--- config.mk ---
export PLATFORM = sky130hd
export DESIGN_NAME = alien_pixel_painter_flat
export DESIGN_NICKNAME = d
export VERILOG_FILES = /design/src/rtl/alien_pixel_painter_if.sv /design/src/rtl/alien_pixel_painter.sv /design/src/flat_wrapper.sv
export SDC_FILE = /design/constraint.sdc
export NUM_CORES = 1
export LEC_CHECK = 0
export CAP_MARGIN = 20
export CORE_ASPECT_RATIO = 0.8
export CORE_UTILIZATION = 27
export DETAILED_ROUTE_END_ITERATION = 10
export SYNTH_ARGS = -nofsm -noshare
export SYNTH_HDL_FRONTEND = slang
export SYNTH_SLANG_ARGS = --single-unit
export TNS_END_PERCENT = 50
--- constraint.sdc ---
create_clock -name clk -period 5.95 [get_ports clk]
set_input_delay 1.19 -clock clk [delete_from_list [all_inputs] [get_ports clk]]
set_output_delay 1.19 -clock clk [all_outputs]
set_load 0.1 [all_outputs]
--- src/rtl/alien_pixel_painter_if.sv ---
// Request/pixel bundle between a game controller and the alien row painter.
interface alien_pixel_painter_if;
    logic       kill1, kill2, kill3, kill4, kill5;
    logic       moveDown;
    logic [7:0] alienTopX, alienBottomX;
    logic [6:0] alienTopY, alienBottomY;
    logic [7:0] vgaX;
    logic [6:0] vgaY;
    logic [2:0] vgaColour;
    logic       plot;
    logic       cleared1, cleared2, cleared3, cleared4, cleared5;
    logic       clearedShift;
    logic       busy;

    modport master (
        output kill1, kill2, kill3, kill4, kill5, moveDown,
        output alienTopX, alienBottomX, alienTopY, alienBottomY,
        input  vgaX, vgaY, vgaColour, plot,
        input  cleared1, cleared2, cleared3, cleared4, cleared5, clearedShift, busy
    );

    modport slave (
        input  kill1, kill2, kill3, kill4, kill5, moveDown,
        input  alienTopX, alienBottomX, alienTopY, alienBottomY,
        output vgaX, vgaY, vgaColour, plot,
        output cleared1, cleared2, cleared3, cleared4, cleared5, clearedShift, busy
    );
endinterface

--- src/rtl/alien_pixel_painter.sv ---
// Paints a row of five aliens one pixel per clock: initial draw, per-alien
// rectangle erase and one-pixel downward row shifts.
module alien_pixel_painter #(
    parameter logic [7:0] width       = 8'd12,
    parameter logic [6:0] height      = 7'd10,
    parameter logic [7:0] gap         = 8'd20,
    parameter logic [7:0] startX      = 8'd10,
    parameter logic [6:0] startY      = 7'd10,
    parameter logic [2:0] alienColour = 3'b010,
    parameter logic [2:0] bgColour    = 3'b000
) (
    input logic                  clk,
    input logic                  reset,
    alien_pixel_painter_if.slave bus
);
    localparam logic [6:0] ROW_Y_MAX = 7'd119;
    localparam logic [2:0] LAST_COL  = 3'd4;

    typedef enum logic [2:0] {
        INIT_DRAW,
        IDLE,
        ERASE,
        KILL_DONE,
        SHIFT_ERASE,
        SHIFT_DRAW,
        SHIFT_DONE
    } state_t;

    state_t     state_q, state_d;
    logic [6:0] row_y_q, row_y_d;
    logic [4:0] alive_q, alive_d;
    logic [2:0] col_q, col_d;
    logic [7:0] xo_q, xo_d;
    logic [6:0] yo_q, yo_d;
    logic [7:0] px_q, px_d;
    logic [6:0] py_q, py_d;
    logic [7:0] tx_q, tx_d;
    logic [7:0] bx_q, bx_d;
    logic [6:0] by_q, by_d;
    logic [2:0] kidx_q, kidx_d;
    logic [7:0] vga_x_q, vga_x_d;
    logic [6:0] vga_y_q, vga_y_d;
    logic [2:0] vga_colour_q, vga_colour_d;
    logic       plot_q, plot_d;
    logic [4:0] cleared_q, cleared_d;
    logic       cleared_shift_q, cleared_shift_d;
    logic       busy_q, busy_d;

    logic [4:0] kill_vec;
    logic [2:0] kill_sel;
    logic [8:0] col_x;
    logic [7:0] draw_y;
    logic       xo_last, yo_last, col_last, px_last, py_last, bounds_bad;

    assign kill_vec   = {bus.kill5, bus.kill4, bus.kill3, bus.kill2, bus.kill1};
    assign col_x      = {1'b0, startX} + 9'(col_q) * ({1'b0, width} + {1'b0, gap}) + {1'b0, xo_q};
    assign draw_y     = {1'b0, row_y_q} + {1'b0, height} + 8'd1;
    assign xo_last    = (xo_q == width);
    assign yo_last    = (yo_q == height);
    assign col_last   = (col_q == LAST_COL);
    assign px_last    = (px_q == bx_q);
    assign py_last    = (py_q == by_q);
    assign bounds_bad = (bus.alienBottomX < bus.alienTopX) || (bus.alienBottomY < bus.alienTopY);

    // Lowest-numbered kill wins when several arrive together.
    always_comb begin
        kill_sel = 3'd0;
        for (int i = 4; i >= 0; i--) begin
            if (kill_vec[i]) kill_sel = 3'(i);
        end
    end

    always_comb begin
        state_d         = state_q;
        row_y_d         = row_y_q;
        alive_d         = alive_q;
        col_d           = col_q;
        xo_d            = xo_q;
        yo_d            = yo_q;
        px_d            = px_q;
        py_d            = py_q;
        tx_d            = tx_q;
        bx_d            = bx_q;
        by_d            = by_q;
        kidx_d          = kidx_q;
        vga_x_d         = vga_x_q;
        vga_y_d         = vga_y_q;
        vga_colour_d    = vga_colour_q;
        plot_d          = 1'b0;
        cleared_d       = 5'd0;
        cleared_shift_d = 1'b0;

        case (state_q)
            INIT_DRAW: begin
                plot_d       = 1'b1;
                vga_x_d      = col_x[7:0];
                vga_y_d      = row_y_q + yo_q;
                vga_colour_d = alienColour;
                if (!xo_last) begin
                    xo_d = xo_q + 8'd1;
                end else begin
                    xo_d = 8'd0;
                    if (!yo_last) begin
                        yo_d = yo_q + 7'd1;
                    end else begin
                        yo_d = 7'd0;
                        if (!col_last) begin
                            col_d = col_q + 3'd1;
                        end else begin
                            col_d   = 3'd0;
                            state_d = IDLE;
                        end
                    end
                end
            end
            IDLE: begin
                // busy_q still high means the last pixel/pulse is on the outputs.
                if (!busy_q) begin
                    if (|kill_vec) begin
                        kidx_d  = kill_sel;
                        tx_d    = bus.alienTopX;
                        bx_d    = bus.alienBottomX;
                        by_d    = bus.alienBottomY;
                        px_d    = bus.alienTopX;
                        py_d    = bus.alienTopY;
                        state_d = bounds_bad ? KILL_DONE : ERASE;
                    end else if (bus.moveDown) begin
                        col_d   = 3'd0;
                        xo_d    = 8'd0;
                        state_d = SHIFT_ERASE;
                    end
                end
            end
            ERASE: begin
                plot_d       = 1'b1;
                vga_x_d      = px_q;
                vga_y_d      = py_q;
                vga_colour_d = bgColour;
                if (!px_last) begin
                    px_d = px_q + 8'd1;
                end else begin
                    px_d = tx_q;
                    if (!py_last) py_d = py_q + 7'd1;
                    else          state_d = KILL_DONE;
                end
            end
            KILL_DONE: begin
                cleared_d[kidx_q] = 1'b1;
                alive_d[kidx_q]   = 1'b0;
                state_d           = IDLE;
            end
            SHIFT_ERASE: begin
                plot_d       = alive_q[col_q];
                vga_x_d      = col_x[7:0];
                vga_y_d      = row_y_q;
                vga_colour_d = bgColour;
                if (!xo_last) begin
                    xo_d = xo_q + 8'd1;
                end else begin
                    xo_d = 8'd0;
                    if (!col_last) begin
                        col_d = col_q + 3'd1;
                    end else begin
                        col_d   = 3'd0;
                        state_d = SHIFT_DRAW;
                    end
                end
            end
            SHIFT_DRAW: begin
                plot_d       = alive_q[col_q] && (draw_y <= {1'b0, ROW_Y_MAX});
                vga_x_d      = col_x[7:0];
                vga_y_d      = draw_y[6:0];
                vga_colour_d = alienColour;
                if (!xo_last) begin
                    xo_d = xo_q + 8'd1;
                end else begin
                    xo_d = 8'd0;
                    if (!col_last) begin
                        col_d = col_q + 3'd1;
                    end else begin
                        col_d   = 3'd0;
                        state_d = SHIFT_DONE;
                    end
                end
            end
            SHIFT_DONE: begin
                cleared_shift_d = 1'b1;
                if (row_y_q < ROW_Y_MAX) row_y_d = row_y_q + 7'd1;
                state_d = IDLE;
            end
            default: state_d = INIT_DRAW;
        endcase

        busy_d = (state_d != IDLE) || (state_q != IDLE);
    end

    always_ff @(posedge clk or posedge reset) begin
        if (reset) begin
            state_q         <= INIT_DRAW;
            row_y_q         <= startY;
            alive_q         <= 5'b11111;
            col_q           <= 3'd0;
            xo_q            <= 8'd0;
            yo_q            <= 7'd0;
            px_q            <= 8'd0;
            py_q            <= 7'd0;
            tx_q            <= 8'd0;
            bx_q            <= 8'd0;
            by_q            <= 7'd0;
            kidx_q          <= 3'd0;
            vga_x_q         <= 8'd0;
            vga_y_q         <= 7'd0;
            vga_colour_q    <= 3'd0;
            plot_q          <= 1'b0;
            cleared_q       <= 5'd0;
            cleared_shift_q <= 1'b0;
            busy_q          <= 1'b1;
        end else begin
            state_q         <= state_d;
            row_y_q         <= row_y_d;
            alive_q         <= alive_d;
            col_q           <= col_d;
            xo_q            <= xo_d;
            yo_q            <= yo_d;
            px_q            <= px_d;
            py_q            <= py_d;
            tx_q            <= tx_d;
            bx_q            <= bx_d;
            by_q            <= by_d;
            kidx_q          <= kidx_d;
            vga_x_q         <= vga_x_d;
            vga_y_q         <= vga_y_d;
            vga_colour_q    <= vga_colour_d;
            plot_q          <= plot_d;
            cleared_q       <= cleared_d;
            cleared_shift_q <= cleared_shift_d;
            busy_q          <= busy_d;
        end
    end

    assign bus.vgaX         = vga_x_q;
    assign bus.vgaY         = vga_y_q;
    assign bus.vgaColour    = vga_colour_q;
    assign bus.plot         = plot_q;
    assign bus.cleared1     = cleared_q[0];
    assign bus.cleared2     = cleared_q[1];
    assign bus.cleared3     = cleared_q[2];
    assign bus.cleared4     = cleared_q[3];
    assign bus.cleared5     = cleared_q[4];
    assign bus.clearedShift = cleared_shift_q;
    assign bus.busy         = busy_q;
endmodule

--- src/flat_wrapper.sv ---
// flat-port wrapper written by rule: the top's interface ports become plain ports
module alien_pixel_painter_flat 
#(
    parameter logic [7:0] width       = 8'd12,
    parameter logic [6:0] height      = 7'd10,
    parameter logic [7:0] gap         = 8'd20,
    parameter logic [7:0] startX      = 8'd10,
    parameter logic [6:0] startY      = 7'd10,
    parameter logic [2:0] alienColour = 3'b010,
    parameter logic [2:0] bgColour    = 3'b000
)
  (clk, reset, bus_kill1, bus_kill2, bus_kill3, bus_kill4, bus_kill5, bus_moveDown, bus_alienTopX, bus_alienBottomX, bus_alienTopY, bus_alienBottomY, bus_vgaX, bus_vgaY, bus_vgaColour, bus_plot, bus_cleared1, bus_cleared2, bus_cleared3, bus_cleared4, bus_cleared5, bus_clearedShift, bus_busy);
  alien_pixel_painter_if bus_i ();
  input logic clk;
  input logic reset;
  input wire logic [$bits(bus_i.kill1)-1:0] bus_kill1;
  input wire logic [$bits(bus_i.kill2)-1:0] bus_kill2;
  input wire logic [$bits(bus_i.kill3)-1:0] bus_kill3;
  input wire logic [$bits(bus_i.kill4)-1:0] bus_kill4;
  input wire logic [$bits(bus_i.kill5)-1:0] bus_kill5;
  input wire logic [$bits(bus_i.moveDown)-1:0] bus_moveDown;
  input wire logic [$bits(bus_i.alienTopX)-1:0] bus_alienTopX;
  input wire logic [$bits(bus_i.alienBottomX)-1:0] bus_alienBottomX;
  input wire logic [$bits(bus_i.alienTopY)-1:0] bus_alienTopY;
  input wire logic [$bits(bus_i.alienBottomY)-1:0] bus_alienBottomY;
  output wire logic [$bits(bus_i.vgaX)-1:0] bus_vgaX;
  output wire logic [$bits(bus_i.vgaY)-1:0] bus_vgaY;
  output wire logic [$bits(bus_i.vgaColour)-1:0] bus_vgaColour;
  output wire logic [$bits(bus_i.plot)-1:0] bus_plot;
  output wire logic [$bits(bus_i.cleared1)-1:0] bus_cleared1;
  output wire logic [$bits(bus_i.cleared2)-1:0] bus_cleared2;
  output wire logic [$bits(bus_i.cleared3)-1:0] bus_cleared3;
  output wire logic [$bits(bus_i.cleared4)-1:0] bus_cleared4;
  output wire logic [$bits(bus_i.cleared5)-1:0] bus_cleared5;
  output wire logic [$bits(bus_i.clearedShift)-1:0] bus_clearedShift;
  output wire logic [$bits(bus_i.busy)-1:0] bus_busy;
  assign bus_i.kill1 = bus_kill1;
  assign bus_i.kill2 = bus_kill2;
  assign bus_i.kill3 = bus_kill3;
  assign bus_i.kill4 = bus_kill4;
  assign bus_i.kill5 = bus_kill5;
  assign bus_i.moveDown = bus_moveDown;
  assign bus_i.alienTopX = bus_alienTopX;
  assign bus_i.alienBottomX = bus_alienBottomX;
  assign bus_i.alienTopY = bus_alienTopY;
  assign bus_i.alienBottomY = bus_alienBottomY;
  assign bus_vgaX = bus_i.vgaX;
  assign bus_vgaY = bus_i.vgaY;
  assign bus_vgaColour = bus_i.vgaColour;
  assign bus_plot = bus_i.plot;
  assign bus_cleared1 = bus_i.cleared1;
  assign bus_cleared2 = bus_i.cleared2;
  assign bus_cleared3 = bus_i.cleared3;
  assign bus_cleared4 = bus_i.cleared4;
  assign bus_cleared5 = bus_i.cleared5;
  assign bus_clearedShift = bus_i.clearedShift;
  assign bus_busy = bus_i.busy;
  alien_pixel_painter #(.width(width), .height(height), .gap(gap), .startX(startX), .startY(startY), .alienColour(alienColour), .bgColour(bgColour)) u_core (.clk(clk), .reset(reset), .bus(bus_i));
endmodule
==> flow_summary.json <==
{
  "worst_pin_slew_ns": 0.994,
  "fill_cells": 2207,
  "dp_slack_ns": 2.12,
  "grt_pass1_wl_mm": 25.0,
  "finClkSkew_ns": 0.0109,
  "ys_seq_area_share_pct": 42.2,
  "finalWirelength_mm": 15.2,
  "io_buffers": 61,
  "globalRouteOverflowTotal": 0,
  "cts_buffers": 9,
  "dp_hpwl_mm": 11.0,
  "clk_pin_slew_ns": 0.07,
  "clkSinkCount": 98,
  "maxSlewHeadroom_pct": 33.5,
  "finalSetupTns_ns": 0,
  "crit_fanout": 18,
  "status": "complete, but fails checks",
  "wl_met2_mm": 6.11,
  "route.detailed.drc": 6,
  "first_iter_violations": 338,
  "yosysUniqueCellTypes": 67,
  "yosysTopAreaCell": "dfrtp_1",
  "ys_async_sr_fraction_pct": 100,
  "cts_tree": "done",
  "rsz0062_at_grt": "no",
  "syn2layout_area_growth_pct": 19.8,
  "dpl_cell_area_um2": 6650,
  "dpl.cell_count": 951,
  "violations": "design-rule violations",
  "antenna_found_initial": 0,
  "io_pins": 64,
  "grt_pass1_vias": 4498,
  "total_power_mw": 3.23,
  "synthesis.area_um2": 5830,
  "place_congestion": 0.807,
  "core_um2": 20900,
  "grt_start_max_net_pins": 65,
  "peakVddDrop_mv": 0.349,
  "synth_edf_count": 0,
  "yosys.cell_count.top_type": "nand2_1",
  "rows": 47,
  "slew_violations": 0,
  "fmax_mhz": 282,
  "dieArea_um2": 22200,
  "routedWlPerCell_um": 15.7,
  "drive_above_1_share_pct": 6.59,
  "track_usage_pct": 14.2,
  "htreeDepth": 3,
  "synth_ff_type": "dfrtp_1",
  "finalWorstSetupSlack_ns": 2.40,
  "cap_violations": 0,
  "hold_class": "reg2reg",
  "crit_type": "in2reg",
  "ys_warn_count": 0,
  "ys_ff_latch": 98,
  "viasPerCell": 4.88,
  "clkLatencyLatePin_ns": 0.35,
  "vias": 4723,
  "routed.top_layer": "met4",
  "cts_setup_buffers": 0,
  "period_minus_slack_ns": 3.55,
  "nets": 764,
  "endpoint_kind": "register",
  "firstDrtPassIters": 7,
  "die_y_um": 133,
  "cp.required_ns": 6.22,
  "synthCells": 651,
  "hold_viol_final": 0,
  "die_w_um": 166,
  "synth_common_cells": "nand2_1 (92), dfrtp_1 (90), nor2_1 (54), a21oi_1 (45), ha_1 (32)",
  "arrival_ns": 3.82,
  "setup_viol": 0,
  "leakage_nw": 3.10,
  "fin_crit_sh_pct": 59.6,
  "met3_length_um": 745,
  "p_per_area_nw_per_um2": 463,
  "num_antenna_cells": 0,
  "avgSynthCellArea_um2": 8.96,
  "root_buffer": "clkbuf_16",
  "cp-start-kind": "primary input",
  "cts.repair.resized": 0,
  "drtAntennaViolNets": 0,
  "wl_met1_mm": 8.21,
  "cts_hold_buf": 0,
  "stdcell_count": 967,
  "synth_area_leaders": "dfrtp_1 (39%), ha_1 (6.9%), nand2_1 (5.9%)",
  "start_util_pct": 27.9,
  "synth_top_area_share_pct": 38.6,
  "finish.instance_area_um2": 6990,
  "cts_buffer_depth": 2
}
worst max-delay path, cell delays in order:
cell and delay, ns:
clkdlybuf4s50_1 0.44, or4_4 0.56, or2_4 0.27, nand2_1 0.58, o21ai_1 0.38, a21o_1 0.26
a21oi_1 0.13
placed cells by master (no fill, tap or decap), types with 4 or more instances in the layout:
master           Yosys  layout
o22ai_1             16      16
mux2i_1              4       4
nand4_1              4       4
o21bai_1             4       4
o21ai_0             21      21
o21ai_1             20      20
inv_1               31      30
a21o_1              12      12
buf_4                5       5
nor2_1              54      54
nor3_1               5       5
a31oi_1              8       8
nor4_1               4       4
nor2b_1             12      12
nand2_1             92      92
clkbuf_16            0       9
a21oi_1             45      45
and2_1               5       5
nand3_1             17      17
ha_1                32      32
dfstp_2              8       8
clkdlybuf4s50_1      0      61
xnor2_1             29      29
xor2_1              20      20
o31ai_1              4       4
nand2b_1            10      10
and3_1               8       8
dfrtp_1             90      90
o221ai_1             5       5
state kept, by name, indices dropped and copies added (netlist names), 3 cells and up:
register	cells
u_core.by_q	7
u_core.alive_q	5
u_core.bus.vgaY	7
u_core.bx_q	8
u_core.col_q	3
u_core.bus.vgaX	8
u_core.yo_q	7
u_core.xo_q	8
u_core.state_q	3
u_core.tx_q	8
u_core.kidx_q	3
u_core.py_q	7
u_core.row_y_q	7
u_core.cleared_q	5
u_core.px_q	8
layout make-up:
class	count	area [um^2]	share of cell area (%)
repair buffers	66	648	9.27
flip-flops and latches	98	2460	35.2
well taps	269	337	4.82
inverters	32	123	1.75
clock inverters	6	113	1.61
clock buffers	10	229	3.28
multi-input cells	486	3080	44.0
layer usage:
metal,global-route usage [%],vias up
met2,19.7,104
li1,-,2341
met4,3.24,0
met3,2.70,10
met5,0,-
met1,22.4,2268
through the flow:
step / hold slack [ns] / utilization [%]
finish: 0.477 / 33.4
global route: 0.481 / 33.4
CTS: 0.480 / 33.4
detailed placement: 0.463 / 31.8
global placement: 0.456 / 31.8
floorplan: 0.444 / -
path summary, 6_finish.rpt:
kind	from	slack (ns)	cells past startpoint	end
max	bus_kill1	2.40	7	u_core.py_q[4]$_DFFE_PP0P_
min	u_core.tx_q[0]$_DFFE_PP0P_	0.48	1	u_core.tx_q[0]$_DFFE_PP0P_
max reg2reg	u_core.state_q[0]$_DFF_PP0_	2.88	6	u_core.py_q[4]$_DFFE_PP0P_
min reg2reg	u_core.tx_q[0]$_DFFE_PP0P_	0.48	1	u_core.tx_q[0]$_DFFE_PP0P_
max in group asynchronous	reset	3.61	3	u_core.bx_q[2]$_DFFE_PP0P_
min in group asynchronous	reset	1.34	2	u_core.bus.plot$_DFF_PP0_
report_power, final:
part | internal [mW] | switching (mW)
Clock | 0.414 | 0.262
Combinational | 0.498 | 0.876
Sequential | 0.893 | 0.290
Total | 1.80 | 1.43
kinds of logic (layout without fill, tap and decap cells):
family | after synthesis | after routing | share of synthesized area, %
other cells | 1 | 2 | 0.0643
xor+xnor | 49 | 49 | 7.36
flops | 98 | 98 | 42.2
compound gates | 160 | 160 | 17.1
mux | 9 | 9 | 1.84
buf+inv | 68 | 114 | 5.08
fa+ha+maj | 33 | 33 | 7.21
simple gates | 233 | 233 | 19.1
No activity file was read; power rests on OpenSTA's default activity.
